## src/rtl/univ_shift_reg.sv

```systemverilog
// univ_shift_reg: universal shift register with a multi-step operation sequencer.
//
// A parallel load (ploadn low) overrides everything except reset. In IDLE, a start
// request latches mode/direction/amount. The FSM then performs one single-bit step
// per cycle in SHIFT. After the last step it spends one cycle in DONE.
//
// Ports:
//   clk     - clock, all state changes on rising edge
//   reset   - synchronous active-high reset
//   ploadn  - active-low parallel load of datain (aborts any operation)
//   datain  - parallel load data [WIDTH]
//   start   - request an operation (only honoured in IDLE)
//   mode    - 00 rotate, 01 logical shift, 10 arithmetic shift, 11 serial shift
//   rright  - direction, 1 = right (toward bit 0), 0 = left
//   amt     - number of single-bit steps [AMTW]
//   sin     - serial fill bit for mode 11
//   qout    - register contents [WIDTH]
//   sout    - bit that left the register on the most recent step
//   busy    - high while steps are executing
//   done    - one-cycle completion pulse

module univ_shift_reg #(
    parameter int unsigned WIDTH = 8,
    parameter int unsigned AMTW  = 3
) (
    input  logic             clk,
    input  logic             reset,
    input  logic             ploadn,
    input  logic [WIDTH-1:0] datain,
    input  logic             start,
    input  logic [1:0]       mode,
    input  logic             rright,
    input  logic [AMTW-1:0]  amt,
    input  logic             sin,
    output logic [WIDTH-1:0] qout,
    output logic             sout,
    output logic             busy,
    output logic             done
);

    typedef enum logic [1:0] {
        StIdle,
        StShift,
        StDone
    } state_e;

    state_e            state_q, state_d;
    logic [WIDTH-1:0]  q_q, q_d;
    logic              sout_q, sout_d;
    logic [AMTW-1:0]   cnt_q, cnt_d;
    logic [1:0]        mode_q, mode_d;
    logic              dir_q, dir_d;

    logic              fill;
    logic [WIDTH-1:0]  step_val;
    logic              step_out;

    // Single-bit step using the operation parameters latched at acceptance.
    always_comb begin
        fill = 1'b0;
        unique case (mode_q)
            2'b00:   fill = dir_q ? q_q[0] : q_q[WIDTH-1];
            2'b01:   fill = 1'b0;
            2'b10:   fill = dir_q ? q_q[WIDTH-1] : 1'b0;  // left arithmetic == logical
            2'b11:   fill = sin;
            default: fill = 1'b0;
        endcase

        if (dir_q) begin
            step_val = {fill, q_q[WIDTH-1:1]};
            step_out = q_q[0];
        end else begin
            step_val = {q_q[WIDTH-2:0], fill};
            step_out = q_q[WIDTH-1];
        end
    end

    always_comb begin
        state_d = state_q;
        q_d     = q_q;
        sout_d  = sout_q;
        cnt_d   = cnt_q;
        mode_d  = mode_q;
        dir_d   = dir_q;

        if (!ploadn) begin
            // Load wins over the sequencer; an in-flight operation is dropped silently.
            q_d     = datain;
            state_d = StIdle;
            cnt_d   = '0;
        end else begin
            unique case (state_q)
                StIdle: begin
                    if (start) begin
                        mode_d  = mode;
                        dir_d   = rright;
                        cnt_d   = amt;
                        state_d = (amt != '0) ? StShift : StDone;
                    end
                end
                StShift: begin
                    q_d    = step_val;
                    sout_d = step_out;
                    cnt_d  = cnt_q - AMTW'(1);
                    if (cnt_q == AMTW'(1)) begin
                        state_d = StDone;
                    end
                end
                StDone: begin
                    state_d = StIdle;
                end
                default: begin
                    state_d = StIdle;
                end
            endcase
        end
    end

    always_ff @(posedge clk) begin
        if (reset) begin
            state_q <= StIdle;
            q_q     <= '0;
            sout_q  <= 1'b0;
            cnt_q   <= '0;
            mode_q  <= 2'b00;
            dir_q   <= 1'b0;
        end else begin
            state_q <= state_d;
            q_q     <= q_d;
            sout_q  <= sout_d;
            cnt_q   <= cnt_d;
            mode_q  <= mode_d;
            dir_q   <= dir_d;
        end
    end

    assign qout = q_q;
    assign sout = sout_q;
    assign busy = (state_q == StShift);
    assign done = (state_q == StDone);

endmodule

```

## config.mk

```make
export PLATFORM = sky130hd
export DESIGN_NAME = univ_shift_reg
export DESIGN_NICKNAME = d
export VERILOG_FILES = /design/src/rtl/univ_shift_reg.sv
export SDC_FILE = /design/constraint.sdc
export NUM_CORES = 1
export LEC_CHECK = 0
export CAP_MARGIN = 10
export CELL_PAD_IN_SITES_DETAIL_PLACEMENT = 1
export CELL_PAD_IN_SITES_GLOBAL_PLACEMENT = 1
export CORE_UTILIZATION = 33
export CTS_BUF_LIST = sky130_fd_sc_hd__clkbuf_16
export CTS_CLUSTER_DIAMETER = 50
export DETAILED_ROUTE_END_ITERATION = 8
export PLACE_DENSITY = 0.85
export SETUP_SLACK_MARGIN = 0.3
export SYNTH_ARGS = -nofsm -noshare
export SYNTH_HDL_FRONTEND = slang
export SYNTH_SLANG_ARGS = --single-unit
```

## constraint.sdc

```tcl
create_clock -name clk -period 1.4 [get_ports clk]
set_input_delay 0.42 -clock clk [delete_from_list [all_inputs] [get_ports clk]]
set_output_delay 0.42 -clock clk [all_outputs]
set_load 0.02 [all_outputs]
```

---- Word level (Yosys, flattened, before mapping) ----
Index checks and enable logic that the tools add are counted.
cells by class
  add/sub/neg operators ................... 1
  eq/ne operators ......................... 9
  multiplexer cells ....................... 12
  bitwise operators ....................... 1
  reductions and logical operators ........ 9
operator list
  operator               count
  $mux W8                3
  $eq A2 B2 Y1 const B   3
  $mux W2                3
  $pmux W3 S2            1
  $reduce_and A2 Y1      3
  $eq A2 B1 Y1 const B   2
  $logic_not A2 Y1       2
  $ne A2 B1 Y1 const B   2
  $pmux W1 S4            1
  $pmux W2 S2            1
  $eq A3 B1 Y1 const B   1
  $mux W3                1
  $reduce_and A3 Y1      1
  $reduce_bool A3 Y1     1
  $sub A3 B1 Y3 const B  1
  $mux W1                2
  $ne A2 B2 Y1 const B   1
  $reduce_bool A2 Y1     1
  $reduce_or A2 Y1       1
  $not A1 Y1             1
storage, ports and cells
  bits in registers ....................... 17
  input bits .............................. 19
  output and inout port bits .............. 11
  logic and storage cells ................. 38

---- Logic depth before layout (Yosys ltp) ----
  word-level depth ........................ 5
  mapped depth ............................ 6
  gate-level depth less buffers ........... 6

---- Worst setup path after synthesis ----
Ideal clock, no wire load.
  path kind ............................... register to output
  start point ............................. register state_q[0]
  end point ............................... output busy
  arrival time ............................ 0.777 ns
  required time ........................... 0.980 ns
  slack ................................... 0.203 ns
  stages on the path, launching flop included .. 3
  path buffers ............................ 1
  cells stage by stage .................... dfxtp_1 -> and2b_4 -> buf_6
between the ends
  longest elaborated chain between the ends .. 1
ends and longest elaborated chain
  element                   line  RTL
  start: declaration        47    state_e state_q, state_d;
  start signal: assignment  121   state_q <= StIdle;
  start signal: assignment  128   state_q <= state_d;
  $eq A2 B1 Y1              139   assign busy = (state_q == StShift);
  end: declaration          37    output logic busy,
Every way passes these cells.

---- Worst setup path after layout ----
  start point ............................. register state_q[1]
  end point ............................... register mode_q[1]
between the ends
  longest elaborated chain between the ends .. 2
ends and longest elaborated chain
  element                      line  RTL
  $logic_not A2 Y1             92    unique case (state_q)
  $reduce_and A3 Y1 (no line)  --
  end signal: assignment       132   mode_q <= mode_d;
  end: declaration             51    logic [1:0] mode_q, mode_d;
Every way passes these cells.
A chain may end at the register's enable or synchronous reset.

==> summary.md <==
| Metric | Value |
|---|---|
| Arrival time reported for the critical path endpoint | approximately 1500 ps |
| Post-layout instance area | approximately 1800 um^2 |
| RSZ-0062 raised after global routing | true |
| Number of search-and-repair iterations in the first detailed-routing pass | 2 |
| Detailed-route via count | 1,073 |
| Remaining antenna violation count | 0 |
| Number of buffers on the longest clock path | 2 |
| HP Class | reg2reg |
| Worst max-slew margin expressed relative to the limit | between 80% and 90% |
| Clock buffer count from CTS | 3 |
| Filler cells | 296 |
| Area leader, netlist | dfxtp_1 |
| Remaining Overflow, GRT | 0 |
| Post-Synthesis Cells | 109 |
| Placer congestion estimate | about 0.9 |
| Primary flip-flop cell chosen by synthesis mapping | dfxtp_1 |
| Post-route insts no fill | ~200 |
| Number of max-cap violations | 0 |
| Standard-cell rows | 19 |
| Total Wirelength | 3900 um |
| Dominant cells by area after synthesis | dfxtp_1 35%, mux2i_1 10%, o211ai_1 5.5% |
| Post-synthesis net count | 130 |
| Avg Vias per Cell | 5.47 |
| Worst hold path startpoint | mode_q[0] |
| Number of hold violations in the final report | 0 |
| Initial standard-cell utilization of the core | about a third |
| Required time worst endpoint | 1530 ps |
| Slew of the pin with the lowest slew margin | 280 ps |
| Clock tree skew after final layout | between 4 and 5 ps |
| Average detailed-routed wire length per instance | 19.9 um |
| Leakage power total | 0.697 nW |
| Placed cell areas | around 1400 um^2 |
| Post-synthesis average cell area | 8.82 um^2 |
| Maximum fanout along the worst path | 5 |
| Violated checks | negative setup slack |
| Worst-case vdd ir drop | 1210 uV |
| Clock tree from TritonCTS | yes |
| Part of the Yosys area used for sequential elements | 35.4% |
| Relative area change from synthesis to final layout | 84.5% |
| Register-to-register setup slack | -10 ps |
| Placed wire-length estimate after detailed placement | between 2000 and 2500 um |
| Root buffer cell | clkbuf_16 |
| Launch point of the critical path | state_q[1] |
| Vias in the first global route | 1,179 |
| Slowest cell delay on critical path | 320 ps |
| Fraction of layout cells with a size suffix above 1 | 50.9% |
| Type of the worst setup path | reg2reg |
| Drc violations | 0 |
| Port buffer count | 29 |
| Maximum number of pins on one net before global-route repair | 21 |
| Worst Setup Slack post-DPL | -325 ps |
| Register bit count reported by yosys | 17 |
| Total Routing Usage GR | 22.8% |
| Final Max Tran Viols | 0 |
| Total instance count after detailed placement | 179 |
| CORE AREA | 2760 um^2 |
| H-tree levels | 1 |
| Width of the die | 56.0 um |
| Number of top-level design ports | 30 |
| Reg clk slew, reported paths | around 60 ps |
| Wire length of the first global-routing pass | 5510 um |
| Number of distinct standard cells referenced by the synthesized netlist | 34 |
| Total standard cell area after synthesis | approximately 960 um^2 |
| Power density relative to cell area | 882 nW/um^2 |
| Area share of the largest cell type after synthesis | 35.4% |
| Clock tree sinks | 17 |
| Total Nets Final | 187 |
| Reg2Reg Launch Point | state_q[1] |
| Antenna violations before repair | 0 |
| Worst-skew pair later-pin latency | 260 ps |
| Critical path cell sequence | buf_6 -> nand2b_4 -> nor3b_4 -> mux2i_1 -> nor2_1 |
| CP max-delay cell | dfxtp_2 |
| Status | complete, but fails checks |
| Setup-failing EPs final | 2 |
| Die Y-Extent | ~56 um |
| Kind of end point of the critical path | register |
| DRT iter0 DRCs | 22 |
| Overall die area | 3130 um^2 |
| Number of warning messages in the yosys log | 0 |
| Timing-limited maximum frequency | 708 MHz |
| Worst Slack Setup Final | -12.2 ps |
| Util after Layout | 64.3% |
| Fraction of registers with async set/reset | 0% |
| Fraction of the cycle the final worst path needs | 101% |
| Post-route minimum period | 1410 ps |
| Number of antenna diodes | 0 |
| Number of flops mapped to enable cells by yosys | 0 |
| Kind of start point of the critical path | register |
power breakdown:
group,internal (W),leakage [nW],switching (W)
registers,0.000516,0.145,0.0000230
logic,0.000226,0.511,0.000197
clock network,0.000384,0.0409,0.000217
total,0.00113,0.697,0.000437
through the flow:
stage	power [W]	hold slack (ps)	setup TNS (ps)
2_1_floorplan	0.000696	488	0
3_3_place_gp	0.000835	523	-2680
3_5_place_dp	0.000849	542	-3190
4_1_cts	0.00149	595	0
5_1_grt	0.00162	660	-259
6_report	0.00156	616	-23.0
what timing repair did:
action,in CTS,in global routing
gates cloned,1,2
hold buffers,0,0
setup endpoints to repair,28,28
setup buffers,8,2
pin swaps,10,13
resized for setup,101,23
synth_stat cells, types with 2 or more instances:
library cell   n
nand2b_1       7
and3_1         2
ha_1           2
o2111ai_1      2
nand2_1        8
nor2_1        10
buf_6          2
a21oi_1        9
inv_1          6
o211ai_1       7
mux2i_1       10
o21ai_0        4
o21ai_1        3
dfxtp_1       17
kinds of logic after synthesis:
logic type,Yosys count,share of synthesized area [%]
buffers and inverters,12,6.90
multiplexers,10,10.4
adder cells (fa/ha/maj),2,2.60
AND/OR/NAND/NOR,34,20.1
flip-flops,17,35.4
AO/OA/AOI/OAI,34,24.6
worst max-delay path: cells and delay by family (launching register included):
kind	cells	cell delay [ps]
multiplexers	1	300
flip-flops	1	320
AND/OR/NAND/NOR	3	540
buffers and inverters	1	120
layout make-up:
class | count | area (um^2) | share of cell area (%)
clock buffer | 3 | 75.1 | 4.23
tap | 31 | 38.8 | 2.19
clock inverter | 1 | 5.00 | 0.282
timing repair buffer | 58 | 617 | 34.8
sequential | 17 | 357 | 20.1
multi-input combinational | 80 | 658 | 37.1
inverter | 6 | 22.5 | 1.27
path summary, 6_finish.rpt:
kind / endpoint / cells past startpoint
max: mode_q[1] / 5
min: mode_q[0] / 2
max reg2reg: mode_q[1] / 5
min reg2reg: mode_q[0] / 2
sequential cells by signal (all words and copies together) (netlist names):
signal	cells
state_q	2
cnt_q	3
qout	8
dir_q	1
mode_q	2
sout	1
routing by layer:
metal | track usage, % | routed length, um
met1 | 25.6 | 1560
met5 | 0 | 0
met3 | 4.88 | 171
met2 | 42.2 | 2020
met4 | 7.67 | 143
cells in the final DEF (no fill, tap or decap), types with 2 or more instances in the layout:
master / instances
buf_4: 18
buf_6: 16
dfxtp_2: 13
clkdlybuf4s50_1: 12
mux2i_1: 10
a21oi_1: 9
nor2_1: 8
o211ai_1: 7
nand2b_1: 7
clkbuf_16: 5
dlygate4sd2_1: 5
inv_1: 4
o21ai_1: 4
dfxtp_1: 4
nand2_1: 3
nand2_2: 3
inv_2: 2
o21ai_2: 2
nand2_4: 2
and3_1: 2
ha_4: 2
buf_12: 2
No activity file was read; power rests on OpenSTA's default activity.
